<file path="config.mk">
export PLATFORM = sky130hd
export DESIGN_NAME = alu_cmd_sequencer
export DESIGN_NICKNAME = d
export VERILOG_FILES = /design/src/rtl/alu_cmd_sequencer_pkg.sv /design/src/rtl/alu_cmd_sequencer_fifo.sv /design/src/rtl/alu_cmd_sequencer.sv
export SDC_FILE = /design/constraint.sdc
export NUM_CORES = 1
export LEC_CHECK = 0
export CAP_MARGIN = 25
export CORE_MARGIN = 2
export CORE_UTILIZATION = 30
export CTS_BUF_LIST = sky130_fd_sc_hd__clkbuf_4 sky130_fd_sc_hd__clkbuf_8
export CTS_CLUSTER_SIZE = 28
export DETAILED_ROUTE_END_ITERATION = 10
export PLACE_DENSITY = 0.51
export SYNTH_ARGS = -nofsm -noshare
export SYNTH_HDL_FRONTEND = slang
export SYNTH_SLANG_ARGS = --single-unit
</file>
<file path="constraint.sdc">
create_clock -name clk -period 6.55 [get_ports clk]
set_input_delay 0.9825 -clock clk [delete_from_list [all_inputs] [get_ports clk]]
set_output_delay 0.9825 -clock clk [all_outputs]
set_load 0.02 [all_outputs]
</file>
<file path="src/rtl/alu_cmd_sequencer_pkg.sv">
// Shared opcodes, error codes, FSM states and command layout for the ALU command sequencer.
// Pure declarations; no logic and no latency of its own.
// No flow control here; the sequencer and its FIFO apply valid/ready on top of these types.
package alu_cmd_sequencer_pkg;

  // ALU opcodes understood by the accumulator ALU
  localparam logic [3:0] OP_ADD  = 4'b0000;
  localparam logic [3:0] OP_SUB  = 4'b0001;
  localparam logic [3:0] OP_MUL  = 4'b0010;
  localparam logic [3:0] OP_DIV  = 4'b0011;
  localparam logic [3:0] OP_MOD  = 4'b0100;
  localparam logic [3:0] OP_CLR  = 4'b1100;
  localparam logic [3:0] OP_HOLD = 4'b1110;
  localparam logic [3:0] OP_EXP  = 4'b1111;

  // Response error codes; REJ is generated locally, the others come from the ALU
  localparam logic [1:0] ERR_NONE = 2'b00;
  localparam logic [1:0] ERR_DIV0 = 2'b01;
  localparam logic [1:0] ERR_OVF  = 2'b10;
  localparam logic [1:0] ERR_REJ  = 2'b11;

  typedef enum logic [2:0] {
    ST_INIT    = 3'd0,
    ST_IDLE    = 3'd1,
    ST_ISSUE   = 3'd2,
    ST_CAPTURE = 3'd3,
    ST_RESP    = 3'd4
  } seqState_t;

  // One buffered command: 4 + 32 + 32 = 68 bits
  typedef struct packed {
    logic [3:0]  op;
    logic [31:0] p;
    logic [31:0] q;
  } cmd_t;

  localparam int CMD_W = $bits(cmd_t);

  // Clear is the only way out of the sticky-error state, so it is never rejected
  function automatic logic isClear(input logic [3:0] op);
    return op == OP_CLR;
  endfunction

endpackage

</file>
<file path="src/rtl/alu_cmd_sequencer_fifo.sv">
// Generic circular FIFO holding pending sequencer commands.
// Write visible at the head one cycle after push; head data is combinational from the read pointer.
// Push ignored while full, pop ignored while empty; full/empty come from an extra pointer wrap bit.
module cmd_fifo #(
  parameter int WIDTH = 68,
  parameter int DEPTH = 4
) (
  input  logic             clk,
  input  logic             rst,
  input  logic             push,
  input  logic [WIDTH-1:0] pushData,
  output logic             full,
  input  logic             pop,
  output logic [WIDTH-1:0] popData,
  output logic             empty
);

  localparam int AW = $clog2(DEPTH);

  logic [AW:0]      wrPtr;
  logic [AW:0]      rdPtr;
  logic [WIDTH-1:0] mem [DEPTH];
  logic             doPush;
  logic             doPop;

  assign full    = (wrPtr[AW] != rdPtr[AW]) && (wrPtr[AW-1:0] == rdPtr[AW-1:0]);
  assign empty   = (wrPtr == rdPtr);
  assign doPush  = push && !full;
  assign doPop   = pop && !empty;
  assign popData = mem[rdPtr[AW-1:0]];

  // Pointer advance; the top bit distinguishes full from empty when the indices match
  always_ff @(posedge clk) begin
    if (rst) begin
      wrPtr <= '0;
      rdPtr <= '0;
    end else begin
      if (doPush) wrPtr <= wrPtr + 1'b1;
      if (doPop)  rdPtr <= rdPtr + 1'b1;
    end
  end

  // Storage write; contents need no reset because the pointers gate visibility
  always_ff @(posedge clk) begin
    if (doPush) mem[wrPtr[AW-1:0]] <= pushData;
  end

endmodule

</file>
<file path="src/rtl/alu_cmd_sequencer.sv">
// Sequences buffered calculator commands into single-cycle ALU opcodes and returns result/error.
// Accept at E0 into empty FIFO while idle -> rsp_valid after E3 (rejected command: after E2).
// cmd_ready drops when the FIFO is full; a stalled response holds the FSM and all rsp_* stable.
module alu_cmd_sequencer
  import alu_cmd_sequencer_pkg::*;
#(
  parameter int FIFO_DEPTH = 4,
  parameter int CNT_W      = 16
) (
  input  logic             clk,
  input  logic             rst,
  input  logic             cmd_valid,
  output logic             cmd_ready,
  input  logic [3:0]       cmd_op,
  input  logic [31:0]      cmd_p,
  input  logic [31:0]      cmd_q,
  output logic             rsp_valid,
  input  logic             rsp_ready,
  output logic [31:0]      rsp_result,
  output logic [1:0]       rsp_err,
  output logic [3:0]       alu_op,
  output logic [31:0]      alu_p,
  output logic [31:0]      alu_q,
  input  logic [31:0]      alu_result,
  input  logic [1:0]       alu_err,
  output logic             err_sticky,
  output logic [CNT_W-1:0] op_count
);

  seqState_t state;
  cmd_t      inCmd;
  cmd_t      headCmd;
  logic      fifoFull;
  logic      fifoEmpty;
  logic      fifoPop;
  logic [3:0] curOp;
  logic       rejectFlag;
  logic [1:0] errSample;

  assign inCmd     = '{op: cmd_op, p: cmd_p, q: cmd_q};
  assign cmd_ready = !fifoFull;
  assign fifoPop   = (state == ST_IDLE) && !fifoEmpty;

  cmd_fifo #(
    .WIDTH (CMD_W),
    .DEPTH (FIFO_DEPTH)
  ) uCmdFifo (
    .clk      (clk),
    .rst      (rst),
    .push     (cmd_valid),
    .pushData (inCmd),
    .full     (fifoFull),
    .pop      (fifoPop),
    .popData  (headCmd),
    .empty    (fifoEmpty)
  );

  // Command FSM; every ALU and response output is registered here. The INIT cycle loads
  // OP_CLR so the accumulator, which has no reset, is zeroed in the following cycle.
  always_ff @(posedge clk) begin
    if (rst) begin
      state      <= ST_INIT;
      rsp_valid  <= 1'b0;
      rsp_result <= '0;
      rsp_err    <= ERR_NONE;
      err_sticky <= 1'b0;
      op_count   <= '0;
      alu_op     <= OP_HOLD;
      alu_p      <= '0;
      alu_q      <= '0;
      curOp      <= OP_HOLD;
      rejectFlag <= 1'b0;
      errSample  <= ERR_NONE;
    end else begin
      case (state)
        ST_INIT: begin
          alu_op <= OP_CLR;
          alu_p  <= '0;
          alu_q  <= '0;
          state  <= ST_IDLE;
        end

        ST_IDLE: begin
          alu_op    <= OP_HOLD;
          errSample <= ERR_NONE;
          if (!fifoEmpty) begin
            curOp <= headCmd.op;
            if (err_sticky && !isClear(headCmd.op)) begin
              // Rejected commands skip the ALU entirely
              rejectFlag <= 1'b1;
              state      <= ST_CAPTURE;
            end else begin
              rejectFlag <= 1'b0;
              alu_op     <= headCmd.op;
              alu_p      <= headCmd.p;
              alu_q      <= headCmd.q;
              state      <= ST_ISSUE;
            end
          end
        end

        ST_ISSUE: begin
          // ALU error is combinational on the issued opcode, so sample it now
          errSample <= alu_err;
          op_count  <= op_count + CNT_W'(1);
          alu_op    <= OP_HOLD;
          alu_p     <= '0;
          alu_q     <= '0;
          state     <= ST_CAPTURE;
        end

        ST_CAPTURE: begin
          rsp_result <= alu_result;
          rsp_err    <= rejectFlag ? ERR_REJ : errSample;
          if (isClear(curOp) && !rejectFlag) begin
            err_sticky <= 1'b0;
          end else if (errSample != ERR_NONE) begin
            err_sticky <= 1'b1;
          end
          rsp_valid <= 1'b1;
          state     <= ST_RESP;
        end

        ST_RESP: begin
          if (rsp_ready) begin
            rsp_valid <= 1'b0;
            state     <= ST_IDLE;
          end
        end

        default: begin
          alu_op <= OP_HOLD;
          state  <= ST_INIT;
        end
      endcase
    end
  end

endmodule

</file>
=== After elaboration in Yosys (flattened, before gate mapping) ===
Memories as Yosys holds them, arrays and structs flattened. A register that Yosys moved wholly into a read port is not among the register bits.
Index checks and enable logic that the tools add are counted.

* Reductions and logical operators: 23
* Multipliers: 0
* Add/sub/neg operators: 3
* Muxes and demuxes: 24
* Shift operators: 0
* Bitwise logic cells: 1
* Divide/modulo/power cells: 0
* $lt $le $gt $ge: 0
* Equal/unequal tests: 12

{| class="wikitable"
|+ Operator list
! cell !! number
|-
| 2-to-1 mux 32 bit || 4
|-
| one-hot mux 32 bit (2 select lines) || 2
|-
| adder 16 x 1 -> 16 bit (second input constant) || 1
|-
| one-hot mux 3 bit (5 select lines) || 1
|-
| one-hot mux 4 bit (3 select lines) || 1
|-
| nonzero test 2 bit || 5
|-
| equality test 4 bit (second input constant) || 2
|-
| 2-to-1 mux 4 bit || 2
|-
| AND reduction 2 bit || 4
|-
| 2-to-1 mux 1 bit || 7
|-
| adder 3 x 1 -> 3 bit (second input constant) || 2
|-
| equality test 3 x 2 -> 1 bit (second input constant) || 2
|-
| logical AND 1 bit || 6
|-
| 2-to-1 mux 2 bit || 3
|-
| 2-to-1 mux 3 bit || 2
|-
| != test 2 bit (second input constant) || 3
|-
| logical NOT 1 bit || 4
|-
| one-hot mux 2 bit (2 select lines) || 1
|-
| OR reduction 2 bit || 2
|-
| equality test 3 x 1 -> 1 bit (second input constant) || 1
|-
| equality test 3 bit || 1
|-
| equality test 3 bit (second input constant) || 1
|-
| logical NOT 3 bit || 1
|-
| AND reduction 3 bit || 1
|-
| 4 further kinds || 4
|}

* Memories: 1
* Flip-flop bits (word level): 136
* Word-level logic and storage cells: 78
* Memory bits (read-only): 0
* Bits of input ports: 106
* Output and inout port bits: 121
* Latch bits: 0
* Memory bits (writable): 272

{| class="wikitable"
|+ Memories
! name !! depth !! width !! rd ports !! clocked after memory_dff !! wr ports !! line !! source
|-
| uCmdFifo.mem || 4 || 68 || 1 || 1 || 1 || alu_cmd_sequencer_fifo.sv:22 || <nowiki>logic [WIDTH-1:0] mem [DEPTH];</nowiki>
|}

=== Depth between registers and ports, before layout ===
* Depth in word-level cells: 6
* Mapped depth: 7
* Depth with buffers taken out: 4

=== Modules after synthesis ===
A second synthesis with hierarchy kept.

* Cell total of the unflattened synthesis: 1041
* Area, all modules: 15569.9 um^2

{| class="wikitable"
|+ Modules (own cells, without submodules)
! module !! instances !! sequential area each (um^2) !! area an instance (um^2) !! cells an instance
|-
| cmd_fifo || 1 || 8328.0 || 10359.9 || 424
|-
| alu_cmd_sequencer || 1 || 2602.5 || 5210.0 || 617
|}

=== Least setup slack after synthesis ===
OpenSTA, ideal clock, no wires.

* Path type: input port to flip-flop
* Start point: input cmd_valid
* End point: memory uCmdFifo.mem[0][0] (enable)
* Data required time: 6.117 ns
* Setup time: 0.433 ns
* Buffers on the path: 0
* Slack: 3.234 ns
* Arrival time: 2.883 ns
* Cell stages on the path: 2
* Cell sequence: o31a_1 and2_1

* Word-level cells in the longest chain between the ends: 3

{| class="wikitable"
|+ Ends and longest elaborated chain
! item !! line !! source
|-
| start, declared || alu_cmd_sequencer.sv:12 || <nowiki>input logic cmd_valid,</nowiki>
|-
| logical AND 1 bit || alu_cmd_sequencer_fifo.sv:28 || <nowiki>assign doPush = push && !full;</nowiki>
|-
| 2-to-1 mux 1 bit || alu_cmd_sequencer_fifo.sv:45 || <nowiki>if (doPush) mem[wrPtr[AW-1:0]] <= pushData;</nowiki>
|-
| 2-to-1 mux 1 bit (implied by the code) || alu_cmd_sequencer_fifo.sv:45 ||
|-
| end, declared || alu_cmd_sequencer_fifo.sv:22 ||
|}

Every way passes these cells.

=== Final worst setup path ===
* Start point: register uCmdFifo.wrPtr[1]
* End point: output cmd_ready

* Word-level cells in the longest chain between the ends: 3

{| class="wikitable"
|+ Ends and longest elaborated chain
! item !! line !! source
|-
| start, declared || alu_cmd_sequencer_fifo.sv:20 || <nowiki>logic [AW:0] wrPtr;</nowiki>
|-
| start signal, assigned || alu_cmd_sequencer_fifo.sv:38 || <nowiki>if (doPush) wrPtr <= wrPtr + 1'b1;</nowiki>
|-
| equality test 2 bit || alu_cmd_sequencer_fifo.sv:26 || <nowiki>assign full = (wrPtr[AW] != rdPtr[AW]) && (wrPtr[AW-1:0] == rdPtr[AW-1:0]);</nowiki>
|-
| logical AND 1 bit || alu_cmd_sequencer_fifo.sv:26 ||
|-
| logical NOT 1 bit || alu_cmd_sequencer.sv:41 || <nowiki>assign cmd_ready = !fifoFull;</nowiki>
|-
| end, declared || alu_cmd_sequencer.sv:13 || <nowiki>output logic cmd_ready,</nowiki>
|}

Every way passes these cells.

==> results by group <==
Cells and area
  • Area of the multi-input gates: 5250 sq um
  • Area delta synth->final: 26.7%
  • Layout cells sized above 1: 15.6%
  • Core Util, Final: 38.4%
  • Final nets: 1,498
  • Fillers: 5,284
  • Reg area: 10,900 sq um

Power
  • Worst vdd ir: 0.000134 V
  • Leak Pwr: 6.69 nW
  • Cell Pwr Density: 324 nW/um^2

Synthesis
  • Combinational family with the most area after synthesis: simple AND/OR/NAND/NOR gates
  • Post-Syn Instances: 1,176
  • Share of the synthesized area in the top cell type: 48.9%
  • Commonest cells in the netlist: 272 x edfxtp_1, 138 x dfxtp_1, 135 x nand4_1
  • Post-synthesis mux area share: 9.23%
  • Seq/Total Area, Yosys: 65.4%
  • Synth cell types: 51
  • Post-Synthesis Net Count: 1,288
  • Count leader, synth: edfxtp_1
  • Top FF cell, synth: edfxtp_1
  • Synth Area per Inst: 14.2 sq um
  • Post-Synth XOR/XNOR Area: 0.787%
  • Synth Area in Compound Gates: 2.70%
  • Post-Syn Area: 16,700 sq um
  • Synth Area in Simple Gates: 17.9%
  • Synth Area in Adders: 0.450%
  • Synth area leader: edfxtp_1
  • Async SR Flop Fraction: 0%
  • Yosys reg bits: 410
  • Syn. warnings: 0
  • Top cells by area, synth: edfxtp_1 49%, dfxtp_1 17%, mux4_2 9.2%, nand4b_1 6.7%, nand4_1 5.1%
  • EDFF count, synth: 272

Run
  • Max-cap violations: 0

Floorplan
  • Chip width: 240 um
  • Core Rows: 86
  • Die Ht: 240 um
  • Top-level I/O count: 227
  • Core Box Area: 55,100 sq um
  • Initial Util: 30.3%
  • Die ar.: 57,600 sq um

CTS
  • Clock buffer depth: 3
  • Post-CTS setup buffers: 0
  • CTS Buf Count: 75
  • Clock root buffer: clkbuf_8
  • # hold bufs at CTS: 0
  • TritonCTS clock tree: built
  • Cells resized by post-CTS repair: 0
  • Skew-Pair Late Insertion Delay: 0.64 ns
  • Clk sink count: 410
  • CTS H-tree depth: 3
  • Clock slew at reported path FFs: 0.05 ns

STA
  • Max_slew headroom: 26.5%
  • Clock skew: 0.0216 ns
  • Fin. Hold Viols: 0
  • Max Fclk: 0.297 GHz
  • RSZ-0062 raised after global routing: no
  • Worst-Margin Slew: 1.10 ns
  • Setup TNS: 0 ns
  • Fin crit period: 3.37 ns
  • Max Slew Vio Count: 0
  • Period Utilization, post-route: 51.5%
  • # setup viols final: 0

Drt
  • Iteration-0 DRC Markers: 696
  • Vias per cell: 5.19
  • Via count: 11,382
  • DRC viols: 0
  • WL/cell: 21.0 um
  • WL final: 46,000 um
  • Remaining antenna violation count: 0
  • DR pass1 iterations: 5

Setup path
  • CP Data Required Time: 5.57 ns
  • CP max FO: 6
  • Worst setup EP type: output port
  • CP Launch Type: register
  • Crit path arrival time: 2.39 ns
  • Critical path type: register to output port

Global route
  • Overflow after GRT: 0
  • Initial antenna violation count: 5
  • Vias in the first global route: 11,472
  • Largest net degree at the start of global routing: 106
  • First-pass GRT wire length: 68,900 um
  • Total Routing Usage GR: 15.7%

Placement
  • Dpl hpwl: 26,600 um
  • Routability cong.: 0.695
  • Number of port buffers: 226

Run status
  • Status: complete, no violations

Worst hold path
  • Worst hold path class: register to register
==> critical path, cell delays in order (launching register included) <==
cell	delay, ns
dfxtp_1	0.43
xor2_1	0.50
or3_1	0.19
clkdlybuf4s50_1	0.64
==> worst paths after layout <==
path	depth (start not counted)	to	slack, ns	startpoint
max	3	cmd_ready	3.18	uCmdFifo.wrPtr[1]$_SDFFE_PP0P_
min	2	rsp_result[9]$_SDFFE_PP0P_	0.45	rsp_result[9]$_SDFFE_PP0P_
max reg2reg	5	uCmdFifo.rdPtr[0]$_SDFFE_PP0P_	3.25	state[0]$_SDFFE_PP0P_
min reg2reg	2	rsp_result[9]$_SDFFE_PP0P_	0.45	rsp_result[9]$_SDFFE_PP0P_
==> logic make-up (layout without fill, tap and decap cells) <==
logic type | Yosys count | after routing
AND/OR/NAND/NOR | 479 | 479
flip-flops | 410 | 410
buffers and inverters | 120 | 387
AO/OA/AOI/OAI | 77 | 77
multiplexers | 69 | 69
XOR/XNOR | 15 | 15
adder cells (fa/ha/maj) | 6 | 6
other | 0 | 1
==> stage by stage <==
step | total power, W | hold slack [ns] | worst slack [ns] | std cells | instance area (sq um)
floorplan | 0.00396 | 0.429 | 3.23 | 1176 | 16700
global placement | 0.00444 | 0.442 | 3.25 | 2052 | 19500
detailed placement | 0.00448 | 0.447 | 3.19 | 2057 | 19700
CTS | 0.00696 | 0.455 | 3.13 | 2191 | 21200
global route | 0.00717 | 0.471 | 2.95 | 2192 | 21200
finish | 0.00685 | 0.452 | 3.18 | 2192 | 21200
==> sequential cells by signal, summed over array words and instances, names as in the netlist, named ones only <==
name	flops
uCmdFifo.rdPtr	3
curOp	4
errSample	2
alu_q	32
uCmdFifo.wrPtr	3
rsp_result	32
uCmdFifo.mem	272
alu_op	4
state	3
op_count	16
err_sticky	1
alu_p	32
rsp_valid	1
rsp_err	2
rejectFlag	1
==> cell usage in the layout, fill, tap and decap left out, drive strengths merged, types with 4 or more instances in the layout <==
| cell | n |
|---|---|
| a21oi | 49 |
| and2 | 5 |
| buf | 21 |
| clkbuf | 109 |
| clkdlybuf4s50 | 225 |
| clkinv | 21 |
| dfxtp | 138 |
| edfxtp | 272 |
| ha | 6 |
| inv | 9 |
| mux4 | 68 |
| nand2 | 86 |
| nand3 | 72 |
| nand3b | 5 |
| nand4 | 135 |
| nand4b | 128 |
| nor2 | 22 |
| nor3 | 4 |
| o21ai | 9 |
| or3 | 8 |
| xnor2 | 4 |
| xor2 | 11 |
==> per-layer routing <==
metal | GRT usage (%) | vias to the layer above | wire length (um)
met5 | 0 | - | 41
met4 | 4.99 | 6 | 928
met3 | 4.33 | 66 | 3280
met2 | 25.7 | 389 | 21700
met1 | 20.2 | 5802 | 20100
li1 | - | 5119 | -
==> area by class of cell <==
class                   count  area share (%)
diodes                      1          0.0118
clock buffers             109            6.26
clock inverters            25           0.834
inverters                   7           0.124
multi-input cells         646            24.8
flip-flops and latches    410            51.7
well taps                 748            4.42
repair buffers            246            11.9
==> power by group <==
group	internal, W	switching (W)
logic	0.000538	0.000777
clock network	0.00138	0.00106
registers	0.00295	0.000142
Note: power is estimated with default switching activity, not from simulation.
